$ cat config.mk
export PLATFORM = sky130hd
export DESIGN_NAME = registrador_universal_param
export DESIGN_NICKNAME = d
export VERILOG_FILES = /design/src/rtl/registrador_pkg.sv /design/src/rtl/registrador_universal_prox.sv /design/src/rtl/registrador_universal_param.sv
export SDC_FILE = /design/constraint.sdc
export NUM_CORES = 1
export LEC_CHECK = 0
export BUFFER_PORTS_ARGS = -buffer_cell sky130_fd_sc_hd__clkbuf_2
export CORE_MARGIN = 3
export CORE_UTILIZATION = 46
export CTS_CLUSTER_DIAMETER = 200
export DETAILED_ROUTE_END_ITERATION = 7
export PLACE_DENSITY = 0.82
export RECOVER_POWER = 50
export SETUP_SLACK_MARGIN = 0.1
export SLEW_MARGIN = 20
export SYNTH_ARGS = -nofsm -noshare
export SYNTH_HDL_FRONTEND = slang
export SYNTH_SLANG_ARGS = --single-unit
$ cat constraint.sdc
create_clock -name clk -period 1.78 [get_ports clk]
set_clock_uncertainty 0.2 [all_clocks]
set_input_delay 0.178 -clock clk [delete_from_list [all_inputs] [get_ports clk]]
set_output_delay 0.178 -clock clk [all_outputs]
set_load 0.1 [all_outputs]
$ cat src/rtl/registrador_pkg.sv
// ============================================================================
// Module      : registrador_pkg
// Description : Shared mode codes, FSM state encoding and helpers for the
//               universal register.
// Revision    : 1.0 - initial release
// ============================================================================
`default_nettype none

package registrador_pkg;

    localparam logic [2:0] MODO_NOP = 3'b000;
    localparam logic [2:0] MODO_LOAD = 3'b001;
    localparam logic [2:0] MODO_SHL = 3'b010;
    localparam logic [2:0] MODO_SHR = 3'b011;
    localparam logic [2:0] MODO_ROL = 3'b100;
    localparam logic [2:0] MODO_ROR = 3'b101;
    localparam logic [2:0] MODO_CLR = 3'b110;
    localparam logic [2:0] MODO_ASR = 3'b111;

    typedef enum logic [0:0] {
        ST_IDLE  = 1'b0,
        ST_SHIFT = 1'b1
    } estado_t;

    // True for modes that step one position per cycle under the sequencer.
    function automatic logic modo_desloca(input logic [2:0] m);
        return (m == MODO_SHL) || (m == MODO_SHR) || (m == MODO_ROL) ||
               (m == MODO_ROR) || (m == MODO_ASR);
    endfunction

endpackage

`default_nettype wire

$ cat src/rtl/registrador_universal_prox.sv
// ============================================================================
// Module      : registrador_universal_prox
// Description : Combinational one-position next value for the shift/rotate
//               modes; non-shift modes pass q through unchanged.
// Revision    : 1.0 - initial release
// ============================================================================
`default_nettype none

module registrador_universal_prox
    import registrador_pkg::*;
#(
    parameter int WIDTH = 8
) (
    input  logic [WIDTH-1:0] q_i,
    input  logic [2:0]       modo_i,
    input  logic             sin_lsb_i,
    input  logic             sin_msb_i,
    output logic [WIDTH-1:0] q_prox_o
);

    always_comb begin
        q_prox_o = q_i;
        case (modo_i)
            MODO_SHL: q_prox_o = {q_i[WIDTH-2:0], sin_lsb_i};
            MODO_SHR: q_prox_o = {sin_msb_i, q_i[WIDTH-1:1]};
            MODO_ROL: q_prox_o = {q_i[WIDTH-2:0], q_i[WIDTH-1]};
            MODO_ROR: q_prox_o = {q_i[0], q_i[WIDTH-1:1]};
            MODO_ASR: q_prox_o = {q_i[WIDTH-1], q_i[WIDTH-1:1]};
            default:  q_prox_o = q_i;
        endcase
    end

endmodule

`default_nettype wire

$ cat src/rtl/registrador_universal_param.sv
// ============================================================================
// Module      : registrador_universal_param
// Description : Parametrised universal register with a valid/ready command
//               interface and a pausable multi-cycle shift sequencer.
// Revision    : 1.0 - initial release
// ============================================================================
`default_nettype none

module registrador_universal_param
    import registrador_pkg::*;
#(
    parameter int WIDTH = 8,
    parameter int CW    = $clog2(WIDTH + 1)
) (
    input  logic             clk,
    input  logic             rst,
    input  logic             cmd_valid,
    output logic             cmd_ready,
    input  logic [2:0]       modo,
    input  logic [CW-1:0]    qtd,
    input  logic [WIDTH-1:0] d_paralelo,
    input  logic             sinal,
    input  logic             sin_lsb,
    input  logic             sin_msb,
    output logic [WIDTH-1:0] q,
    output logic             sout_msb,
    output logic             sout_lsb,
    output logic             busy,
    output logic             done
);

    localparam logic [CW-1:0] CNT_MAX = CW'(WIDTH);
    localparam logic [CW-1:0] CNT_UM  = CW'(1);

    estado_t          state_q, state_d;
    logic [CW-1:0]    cnt_q, cnt_d;
    logic [2:0]       modo_q, modo_d;
    logic [WIDTH-1:0] q_q, q_d;
    logic             done_q, done_d;
    logic [WIDTH-1:0] q_prox;

    registrador_universal_prox #(
        .WIDTH (WIDTH)
    ) u_prox (
        .q_i       (q_q),
        .modo_i    (modo_q),
        .sin_lsb_i (sin_lsb),
        .sin_msb_i (sin_msb),
        .q_prox_o  (q_prox)
    );

    always_ff @(posedge clk or posedge rst) begin
        if (rst) begin
            state_q <= ST_IDLE;
            cnt_q   <= '0;
            modo_q  <= MODO_NOP;
            q_q     <= '0;
            done_q  <= 1'b0;
        end else begin
            state_q <= state_d;
            cnt_q   <= cnt_d;
            modo_q  <= modo_d;
            q_q     <= q_d;
            done_q  <= done_d;
        end
    end

    always_comb begin
        state_d = state_q;
        cnt_d   = cnt_q;
        modo_d  = modo_q;
        q_d     = q_q;
        done_d  = 1'b0;
        case (state_q)
            ST_IDLE: begin
                if (cmd_valid) begin
                    if (modo == MODO_LOAD) begin
                        q_d    = d_paralelo;
                        done_d = 1'b1;
                    end else if (modo == MODO_CLR) begin
                        q_d    = '0;
                        done_d = 1'b1;
                    end else if (modo_desloca(modo) && (qtd != '0)) begin
                        // Nothing moves on the accept edge; the first shift
                        // happens on the next run-enabled edge.
                        modo_d  = modo;
                        cnt_d   = (qtd > CNT_MAX) ? CNT_MAX : qtd;
                        state_d = ST_SHIFT;
                    end else begin
                        done_d = 1'b1;
                    end
                end
            end
            ST_SHIFT: begin
                if (sinal) begin
                    q_d   = q_prox;
                    cnt_d = cnt_q - CNT_UM;
                    if (cnt_q == CNT_UM) begin
                        state_d = ST_IDLE;
                        done_d  = 1'b1;
                    end
                end
            end
            default: state_d = ST_IDLE;
        endcase
    end

    assign q         = q_q;
    assign sout_msb  = q_q[WIDTH-1];
    assign sout_lsb  = q_q[0];
    assign cmd_ready = (state_q == ST_IDLE);
    assign busy      = (state_q == ST_SHIFT);
    assign done      = done_q;

endmodule

`default_nettype wire

==> results.md <==
- Max-cap check violation count: 0
- Die Y: approximately 57 microns
- CTS buffer count: 3
- Hold path depth: 2
- Crit path DAT: 1690 ps
- Clk pin slew, worst setup/hold paths: about 100 ps
- Slew HR: between 50% and 60%
- Comb pwr share: 68.4%
- CTS tree: yes
- Synth cell types: 38
- Setup violators final: 0
- Reg2Reg Depth: 4
- Net Sw Power: 1.67 mW
- DRT iter0 DRCs: 21
- Sequential power share: 25.1%
- Post-Syn Instances: approximately 110
- Syn Std Cell Area: 0.00118 sq mm
- Max Fclk: just under 600 MHz
- Worst setup EP type: flip-flop
- Total power: 3.07 mW
- Min-Delay Path Class: input pin to flip-flop
- Final Hold Viols: 0
- Initial antenna violation count: 0
- Layout cell share with drive strength beyond 1: around half
- Dominant register cell in the synthesized netlist: dfrtp_1
- Crit Path Category: flip-flop to flip-flop
- Mean Syn Cell Area: around 10 sq um
- Tmin final: 1730 ps
- Largest net degree at the start of global routing: 18
- Synth Register Bits: 17
- FF/Latch Area: around 430 sq um
- Critical path required time: 1750 ps
- Final period util: 97.0%
- Post-synth EDFFs: 0
- Clock network fraction of total power: 6.5%
- DR pass1 iterations: 4
- Synth area leaders: dfrtp_1 36%, mux2_2 10%, mux2i_1 6.8%
- Average wire per standard cell: roughly 16 microns
- DP Wirelength: 2.17 mm
- I/O pin count: 34
- CP Max Fanout: 7
- Gr ovfl total: 0
- Switching power share of the total: 54.4%
- DRC Markers: 0
- Slew Limit Fails: 0
- Startpoint class of the critical path: flip-flop
- WL final: 2.99 mm
- Most frequent cell after synthesis: dfrtp_1
- Gpl congestion: 0.840
- Vias in the first global route: 1125
- Fill cells: 165
- PD cells: roughly 1900 mW/mm^2
- Core area: 0.00232 sq mm
- Ys async rst share: 100%
- Int Pwr: ~1.4 mW
- RSZ-0062 raised after global routing: true
- Yosys top cell by area: dfrtp_1
- Die area: 0.00321 sq mm
- Syn_nets: 137
- Yosys Warn Count: 0
- Setup WS pre-CTS: -29.7 ps
- Sequential area share after synthesis: 36.1%
- Fin util: 70.3%
- Clk buf depth: 2
- IR drop worst, VDD: 1330 uV
- # clock sinks: 17
- Synth top cells by count: 17 x dfrtp_1, 11 x mux2_2, 11 x nand2_1
- Via Count: 1051
- Pleak: 0.811 nW
- Worst-Margin Slew: 646 ps
- Status: complete, no violations
- Cell Rows: 17
- Setup TNS Final: 0 ps
- Multi-input gate area: 761 sq um
- Die width: 56.6 microns
- Clock root cell: clkbuf_4
- All-Layer GR Usage: 19.4%
- Global-route wire length before repair: between 5 and 6 mm
- Routed Antenna Nets: 0
- Clock latency on the worst-skew pair: 280 ps
- IO Port Bufs: 33
- H-tree depth: 1
- Top-area cell type share of the netlist area: 36.1%
- Diode count: 0
- Synth-to-layout area growth: 38.2%
- Nets@finish: 187
- Fin worst setup slack: around 53 ps
- Initial core utilization: 50.9%
- Vias/cell: 5.50
[path summary, 6_finish.rpt]
check / from / endpoint / slack, ps
max: busy / q[2] / 50
min: qtd[3] / cnt_q[3] / 9
max reg2reg: busy / q[2] / 50
min reg2reg: cnt_q[1] / cnt_q[1] / 370
max in group asynchronous: rst / busy / 600
min in group asynchronous: rst / cnt_q[3] / 300
[sequential cells by signal (all words and copies together), names as in the netlist]
name / count
modo_q: 3
done: 1
busy: 1
cnt_q: 4
q: 8
[kinds of logic after synthesis]
| group | after synthesis | synth area share, % |
|---|---|---|
| AO/OA/AOI/OAI | 27 | 19.1 |
| adder cells (fa/ha/maj) | 2 | 2.12 |
| buffers and inverters | 14 | 5.94 |
| flip-flops | 17 | 36.1 |
| multiplexers | 19 | 17.3 |
| AND/OR/NAND/NOR | 35 | 19.5 |
[cells in the final DEF (no fill, tap or decap), types with 3 or more instances in the layout]
cell,Yosys,final
mux2_4,0,9
o21ai_0,8,5
dlygate4sd3_1,0,3
buf_4,2,13
nor3_1,4,3
clkbuf_4,0,3
dfrtp_2,0,4
dfrtp_1,17,12
nand2_1,11,11
clkbuf_2,1,31
nor2_1,4,4
mux2i_1,8,8
inv_1,7,6
buf_6,1,4
[worst max-delay path, cell delays in order (launching register included)]
cell and delay [ps]:
dfrtp_4 450, nand2b_4 170, o21ba_4 180, o2bb2ai_4 280, mux2_4 330
[cell type report]
class	count	area share, %
Inverter	7	1.61
Tap cell	28	2.15
Sequential cell	17	26.6
Multi-Input combinational cell	83	46.7
Clock buffer	4	1.61
Timing Repair Buffer	52	21.3
[power groups by stage]
stage	Sequential [mW]	Clock (mW)	Combinational, mW
final	0.772	0.200	2.10
after floorplan	1.34	0	0.989
after CTS	0.761	0.204	2.06
after global routing	0.795	0.225	2.22
after global placement	0.732	0	1.86
after detailed placement	0.748	0	1.91
[stage by stage]
stage	instance area [sq um]	hold WS, ps	cells
6_report	1630	9.09	191
5_1_grt	1630	20.7	191
4_1_cts	1580	9.28	188
3_5_place_dp	1450	83.2	177
3_3_place_gp	1450	77.6	177
2_1_floorplan	1220	-96.0	114
[layer usage]
layer | global-route usage, % | part of all wire [%]
met5 | 0 | 0
met4 | 6.10 | 1.6
met3 | 3.22 | 5.7
met2 | 35.6 | 53
met1 | 22.4 | 40
[timing repair]
action,CTS,global route
hold endpoints to repair,19,0
gates resized for setup,14,9
setup buffers,4,3
hold buffers,3,0
pin swaps,3,3
setup endpoints to repair,11,14
No activity file was read; power rests on OpenSTA's default activity.
